==> src/rtl/sha_1_padder.sv <==
// sha_1_padder: byte-stream front end for a SHA-1 core.
// Takes a message one byte per cycle, appends the 0x80 marker, zero fill and
// the 64-bit big-endian bit length, and presents 512-bit blocks of sixteen
// big-endian words on a valid/ready interface.
//
// Handshakes: a byte moves when in_valid & in_ready are both high on a rising
// edge; a block moves when q_valid & block_ready are both high on a rising
// edge. While a side's valid is high and ready is low, that side holds its
// payload stable.
module sha_1_padder #(
  parameter int COUNT_W = 61
) (
  input  logic        clk,
  input  logic        reset_n,
  input  logic [7:0]  in_data,
  input  logic        in_valid,
  input  logic        in_last,
  input  logic        in_empty,
  output logic        in_ready,
  output logic [31:0] q_block [16],
  output logic        q_valid,
  output logic        q_first,
  output logic        q_last,
  input  logic        block_ready,
  output logic [1:0]  fsm_state
);

  typedef enum logic [1:0] {
    FILL = 2'd0,
    PAD  = 2'd1,
    LEN  = 2'd2,
    EMIT = 2'd3
  } state_t;

  localparam logic [COUNT_W-1:0] CNT_ONE = {{(COUNT_W-1){1'b0}}, 1'b1};

  state_t             state;
  state_t             state_nxt;
  logic [7:0]         buffer [64];
  logic [5:0]         idx;
  logic [5:0]         pad_pos;
  logic [COUNT_W-1:0] cnt;
  logic               first_pend;
  logic               pad_pend;
  logic               len_pend;
  logic [COUNT_W+2:0] bit_cnt;
  logic [63:0]        len64;

  // Bit length wraps with the byte counter and is fitted to 64 bits.
  assign bit_cnt   = {cnt, 3'b000};
  assign len64     = 64'(bit_cnt);

  assign in_ready  = (state == FILL);
  assign q_valid   = (state == EMIT);
  assign fsm_state = state;

  // Pack the byte buffer into big-endian words: byte 4w lands in bits 31:24.
  always_comb begin
    for (int w = 0; w < 16; w++) begin
      q_block[w] = {buffer[4*w], buffer[4*w+1], buffer[4*w+2], buffer[4*w+3]};
    end
  end

  // State register.
  always_ff @(posedge clk or negedge reset_n) begin
    if (!reset_n) begin
      state <= FILL;
    end else begin
      state <= state_nxt;
    end
  end

  // Next-state selection.
  always_comb begin
    state_nxt = state;
    case (state)
      FILL: begin
        if (in_valid) begin
          if (in_last && in_empty) begin
            state_nxt = PAD;
          end else if (idx == 6'd63) begin
            state_nxt = EMIT;
          end else if (in_last) begin
            state_nxt = PAD;
          end
        end
      end
      PAD:  state_nxt = EMIT;
      LEN:  state_nxt = EMIT;
      EMIT: begin
        if (block_ready) begin
          if (pad_pend) begin
            state_nxt = PAD;
          end else if (len_pend) begin
            state_nxt = LEN;
          end else begin
            state_nxt = FILL;
          end
        end
      end
      default: state_nxt = FILL;
    endcase
  end

  // Datapath: buffer writes, counters, pending flags and block tags.
  always_ff @(posedge clk or negedge reset_n) begin
    if (!reset_n) begin
      for (int i = 0; i < 64; i++) begin
        buffer[i] <= 8'h00;
      end
      idx        <= 6'd0;
      pad_pos    <= 6'd0;
      cnt        <= '0;
      first_pend <= 1'b1;
      pad_pend   <= 1'b0;
      len_pend   <= 1'b0;
      q_first    <= 1'b0;
      q_last     <= 1'b0;
    end else begin
      case (state)
        FILL: begin
          if (in_valid) begin
            if (in_last && in_empty) begin
              // Zero-length terminator: nothing stored, marker goes at idx.
              pad_pos <= idx;
            end else begin
              buffer[idx] <= in_data;
              idx         <= idx + 6'd1;
              cnt         <= cnt + CNT_ONE;
              if (idx == 6'd63) begin
                // Block full: emit it as a data-only block.
                q_first    <= first_pend;
                first_pend <= 1'b0;
                q_last     <= 1'b0;
                if (in_last) begin
                  pad_pend <= 1'b1;
                  pad_pos  <= 6'd0;
                end
              end else if (in_last) begin
                pad_pos <= idx + 6'd1;
              end
            end
          end
        end
        PAD: begin
          for (int i = 0; i < 64; i++) begin
            if (6'(i) == pad_pos) begin
              buffer[i] <= 8'h80;
            end else if (6'(i) > pad_pos) begin
              buffer[i] <= 8'h00;
            end
          end
          if (pad_pos <= 6'd55) begin
            // Room for the length field in this block.
            for (int k = 0; k < 8; k++) begin
              buffer[56+k] <= len64[63-8*k -: 8];
            end
            q_last <= 1'b1;
          end else begin
            len_pend <= 1'b1;
            q_last   <= 1'b0;
          end
          q_first    <= first_pend;
          first_pend <= 1'b0;
          pad_pend   <= 1'b0;
        end
        LEN: begin
          for (int i = 0; i < 56; i++) begin
            buffer[i] <= 8'h00;
          end
          for (int k = 0; k < 8; k++) begin
            buffer[56+k] <= len64[63-8*k -: 8];
          end
          q_first    <= first_pend;
          first_pend <= 1'b0;
          q_last     <= 1'b1;
          len_pend   <= 1'b0;
        end
        EMIT: begin
          if (block_ready) begin
            for (int i = 0; i < 64; i++) begin
              buffer[i] <= 8'h00;
            end
            idx     <= 6'd0;
            q_first <= 1'b0;
            q_last  <= 1'b0;
            if (q_last) begin
              // Message complete: next block starts a fresh message.
              cnt        <= '0;
              first_pend <= 1'b1;
            end
          end
        end
        default: ;
      endcase
    end
  end

endmodule

==> config.mk <==
export PLATFORM = sky130hd
export DESIGN_NAME = sha_1_padder
export DESIGN_NICKNAME = d
export VERILOG_FILES = /design/src/rtl/sha_1_padder.sv
export SDC_FILE = /design/constraint.sdc
export NUM_CORES = 1
export LEC_CHECK = 0
export CORE_ASPECT_RATIO = 0.75
export CORE_MARGIN = 2
export CORE_UTILIZATION = 56
export DETAILED_ROUTE_END_ITERATION = 8
export PLACE_DENSITY_LB_ADDON = 0.05
export SYNTH_ARGS = -nofsm -noshare
export SYNTH_HDL_FRONTEND = slang
export SYNTH_SLANG_ARGS = --single-unit
==> constraint.sdc <==
create_clock -name clk -period 3.6 [get_ports clk]
set_input_delay 0.72 -clock clk [delete_from_list [all_inputs] [get_ports clk]]
set_output_delay 0.72 -clock clk [all_outputs]
set_load 0.02 [all_outputs]
* Yosys cells after proc, flatten, opt, wreduce, memory -nomap -nowiden
Cells that the tools add are included.
Cells by class: add/subtract/negate cells 2, magnitude comparators 67, eq/ne operators 139, multiplexer cells 177, bitwise logic cells 1, reductions and logical operators 81
Operators with widths (number):
- one-hot mux 512 bit (4 select lines) | 1
- 2-to-1 mux 512 bit | 3
- 2-to-1 mux 8 bit | 129
- bitwise mux 512 bit | 1
- AND reduction 4 bit | 66
- 2-to-1 mux 61 bit | 4
- == test 6 bit, first input constant | 32
- greater-than comparator 6 bit, first input constant | 32
- != test 3 bit, second input constant | 56
- one-hot mux 61 bit (2 select lines) | 1
- == test 5 x 6 -> 1 bit, first input constant | 16
- greater-than comparator 5 x 6 -> 1 bit, first input constant | 16
- 2-to-1 mux 64 bit | 1
- adder 61 x 1 -> 61 bit, second input constant | 1
- demux 8 bit (select 6 bit) | 1
- == test 4 x 6 -> 1 bit, first input constant | 8
- greater-than comparator 4 x 6 -> 1 bit, first input constant | 8
- 2-to-1 mux 6 bit | 7
- != test 4 bit, second input constant | 8
- == test 3 x 6 -> 1 bit, first input constant | 4
- greater-than comparator 3 x 6 -> 1 bit, first input constant | 4
- 2-to-1 mux 1 bit | 15
- AND reduction 5 bit | 3
- 2-to-1 mux 2 bit | 7
- other kinds (27) | 43
Storage, ports and cells: bits in registers 592, bits of input ports 14, output and inout port bits 518, word-level logic and storage cells 540

* Depth between registers and ports, before layout
depth after elaboration 9, gate-level depth with buffers 10, mapped depth without buffers 7

* Worst setup path after synthesis
OpenSTA, ideal clock, no wires.
kind flip-flop to flip-flop, start point reg state[0] (netlist: fsm_state[0]), end point reg with a tool-made name, setup time 125 ps, arrival time 2536 ps, required time 3475 ps, slack 940 ps, stages on the path, launching flop included 9, buffers on the path 2, period minus slack after synthesis 2660 ps, cells stage by stage dfrtp_1 > inv_1 > ha_1 > buf_2 > inv_2 > o21ai_0 > clkbuf_1 > a211o_1 > mux2_2
RTL lines:
- start: declaration | RTL line 37 | state_t state;
- start signal: assignment | RTL line 69 | state <= state_nxt;

* Final worst setup path
start point reg state[0] (netlist: fsm_state[0]), end point reg buffer (netlist bit q_block[357])
Between the ends: longest elaborated chain between the ends 3
RTL lines:
- == test 2 x 1 -> 1 bit (tied with other cells) | RTL line 120 | case (state)
- != test 3 bit (no line) (tied with other cells)
- AND reduction 4 bit (no line)
- end signal: indexed assignment | RTL line 127 | buffer[idx] <= in_data;
- end signal: indexed assignment | RTL line 156 | buffer[56+k] <= len64[63-8*k -: 8];
- end signal: indexed assignment | RTL line 172 | buffer[56+k] <= len64[63-8*k -: 8];
- end: declaration | RTL line 39 | logic [7:0] buffer [64];
Parallel ways exist; a longest one is shown, timed or not. A chain may end at the register's enable or synchronous reset.

==> impl_metrics.json <==
{
  "status": "finished, final reports clean",
  "io_buffers": 531,
  "worst-path-max-fanout": 40,
  "grt_max_degree": 110,
  "vdd_drop_max_mv": 0.440,
  "final-instance-count-excl-fill": 3505,
  "drv_cap": 0,
  "dieWidth_um": 253,
  "synth_adder_area_share": 0.00335,
  "yosys.area.top_type": "dfrtp_1",
  "synth_top_area_share": 0.566,
  "skew_ns": 0.0129,
  "syn_nets": 2312,
  "cp_cell_sequence": "inv_1 -> ha_1 -> buf_4 -> a21oi_4 -> buf_12 -> nand3_1 -> nor3b_2 -> a22o_1",
  "start_util": 0.568,
  "cts_hold_buffers": 0,
  "first_pass_iters": 6,
  "area_delta_synth_final_pct": 31.3,
  "worst_pin_slew_ns": 0.991,
  "cp_num_buf_inv": 3,
  "synth_edf_count": 0,
  "antenna_found_initial": 4,
  "ys_async_sr_fraction": 1.00,
  "place_worst_setup_slack_ns": 0.186,
  "cts-root-buf": "clkbuf_16",
  "first_iter_violations": 3158,
  "synth-xor-area-share": 0.00737,
  "die_y_um": 191,
  "period_minus_slack_ns": 3.11,
  "hold_viol_final": 0,
  "finalCritPeriodShare": 0.864,
  "grt_pass1_vias": 23400,
  "synth-compound-area-share": 0.234,
  "rows": 68,
  "finalNetCount": 2854,
  "crit_family": "simple AND/OR/NAND/NOR gates",
  "max_freq_ghz": 0.321,
  "clk_pin_slew_ns": 0.06,
  "cts_resized": 0,
  "dpl.cell_count": 3406,
  "yosysWarnings": 0,
  "num_vias": 23900,
  "wl_um": 104000,
  "synth_flop_cell": "dfrtp_1",
  "cp.required_ns": 4.14,
  "gp_congestion": 1.06,
  "synthMuxAreaShare": 0.0269,
  "drtAntennaViolNets": 0,
  "grt_remaining_overflow": 0,
  "core_sq_um": 46000,
  "cts_htree_levels": 2,
  "layout_common_cells": "dfrtp_1, clkdlybuf4s50_1, a22o_1",
  "die_area_sq_um": 48400,
  "place_hpwl_um": 73600,
  "clock_path_buffers": 3,
  "vias_per_cell": 6.81,
  "power_density_nw_per_um2": 593,
  "grt_pass1_wl_um": 153000,
  "synthCells": 2291,
  "finalMaxSlewViolations": 0,
  "tns_ns": 0,
  "setup_viol": 0,
  "relSlewSlack": 0.339,
  "syn-cell-area_sq_um": 26100,
  "tritoncts": "yes",
  "synth_area_leaders": "dfrtp_1, a22o_1, mux2_2",
  "cts_setup_buffers": 0,
  "clock-sinks": 592,
  "crit_type": "reg2reg",
  "grtUsageTotal": 0.424,
  "synth-seq-cells": 592,
  "synth_top_family_by_area": "compound AO/OA/AOI/OAI gates",
  "synth.avg_cell_area_sq_um": 11.4,
  "detail_route.drc_violations": 0,
  "post_drt_wl_per_cell_um": 29.6,
  "drive_above_1_share": 0.120,
  "startpoint_type": "flip-flop",
  "layout_commonest_cell": "dfrtp_1",
  "io_pins": 532,
  "synthSimpleGateAreaFrac": 0.132,
  "rsz0062_at_grt": "no",
  "seq_area_frac_synth": 0.567,
  "fin_ws_ns": 0.488,
  "clkLatencyLatePin_ns": 0.61,
  "slowest_stage": "nor3b_2",
  "cts_inserted_buffers": 55,
  "endpoint_kind": "flip-flop",
  "critPathMaxStageDelay_ns": 0.65,
  "crit_arrival_ns": 3.65,
  "hold_path.class": "in2async",
  "p_total_mw": 20.4,
  "ys_types": 82,
  "p_leak_nw": 15.1
}
## final cells by class
cell class / count / area, sq um
diodes: 1 / 2.50
fillers: 3103 / 11700
clock buffers: 75 / 1560
inverters: 16 / 60.1
multi-input cells: 1519 / 10600
clock inverters: 23 / 228
flip-flops and latches: 592 / 14800
well taps: 630 / 788
repair buffers: 649 / 6270
## metrics by stage
step / area [sq um] / hold slack (ns) / utilization
2_1_floorplan: 26100 / 0.424 / -
3_3_place_gp: 32500 / 0.463 / 0.707
3_5_place_dp: 32500 / 0.475 / 0.707
4_1_cts: 34300 / 0.249 / 0.746
5_1_grt: 34300 / 0.271 / 0.746
6_report: 34300 / 0.193 / 0.746
## layer usage
metal | up-vias | share of wire | GRT usage
met3 | 279 | 0.13 | 0.145
met1 | 12100 | 0.39 | 0.594
met5 | - | 0.00024 | 0
met2 | 1686 | 0.43 | 0.620
met4 | 4 | 0.037 | 0.146
li1 | 9797 | - | -
## cells in the mapped netlist, drive strengths merged (9+ instances only)
cell and n:
and3 16, a22oi 58, clkbuf 97, dfrtp 591, nor2b 17, nand2 155
inv 15, o22a 19, a21oi 103, or4 21, mux2 59, nor4 15
o22ai 42, or3 23, and2 19, nand2b 13, nand4 26, o21ai 114
nor2 120, a211o 9, xnor2 14, nor3 33, buf 67, a22o 367
o32ai 11, nand3 91, a21o 9, nor3b 24, o31ai 25
## kinds of logic (layout without fill, tap and decap cells)
family,Yosys count,count (layout)
XOR/XNOR,22,22
buffers and inverters,180,763
AND/OR/NAND/NOR,616,616
adder cells (fa/ha/maj),7,7
other,0,1
flip-flops,592,592
multiplexers,63,63
AO/OA/AOI/OAI,811,811
## final timing paths
path / to / depth (start not counted) / slack [ns] / startpoint
setup / recovery: q_block[357] / 8 / 0.49 / fsm_state[0]
hold / removal: q_block[259] / 1 / 0.19 / reset_n
setup reg to reg: q_block[357] / 8 / 0.49 / fsm_state[0]
hold reg to reg: flip-flop / 2 / 0.48 / flip-flop
max in group asynchronous: q_block[424] / 2 / 2.42 / reset_n
min in group clk: flip-flop / 2 / 0.48 / flip-flop
## where the power goes
part | total, mW | switching [mW] | internal, mW | leakage [nW]
sequential | 7.47 | 0.406 | 7.07 | 8.19
clock | 5.91 | 2.60 | 3.31 | 0.892
combinational | 6.97 | 5.01 | 1.96 | 6.00
Note: power is estimated with default switching activity, not from simulation.
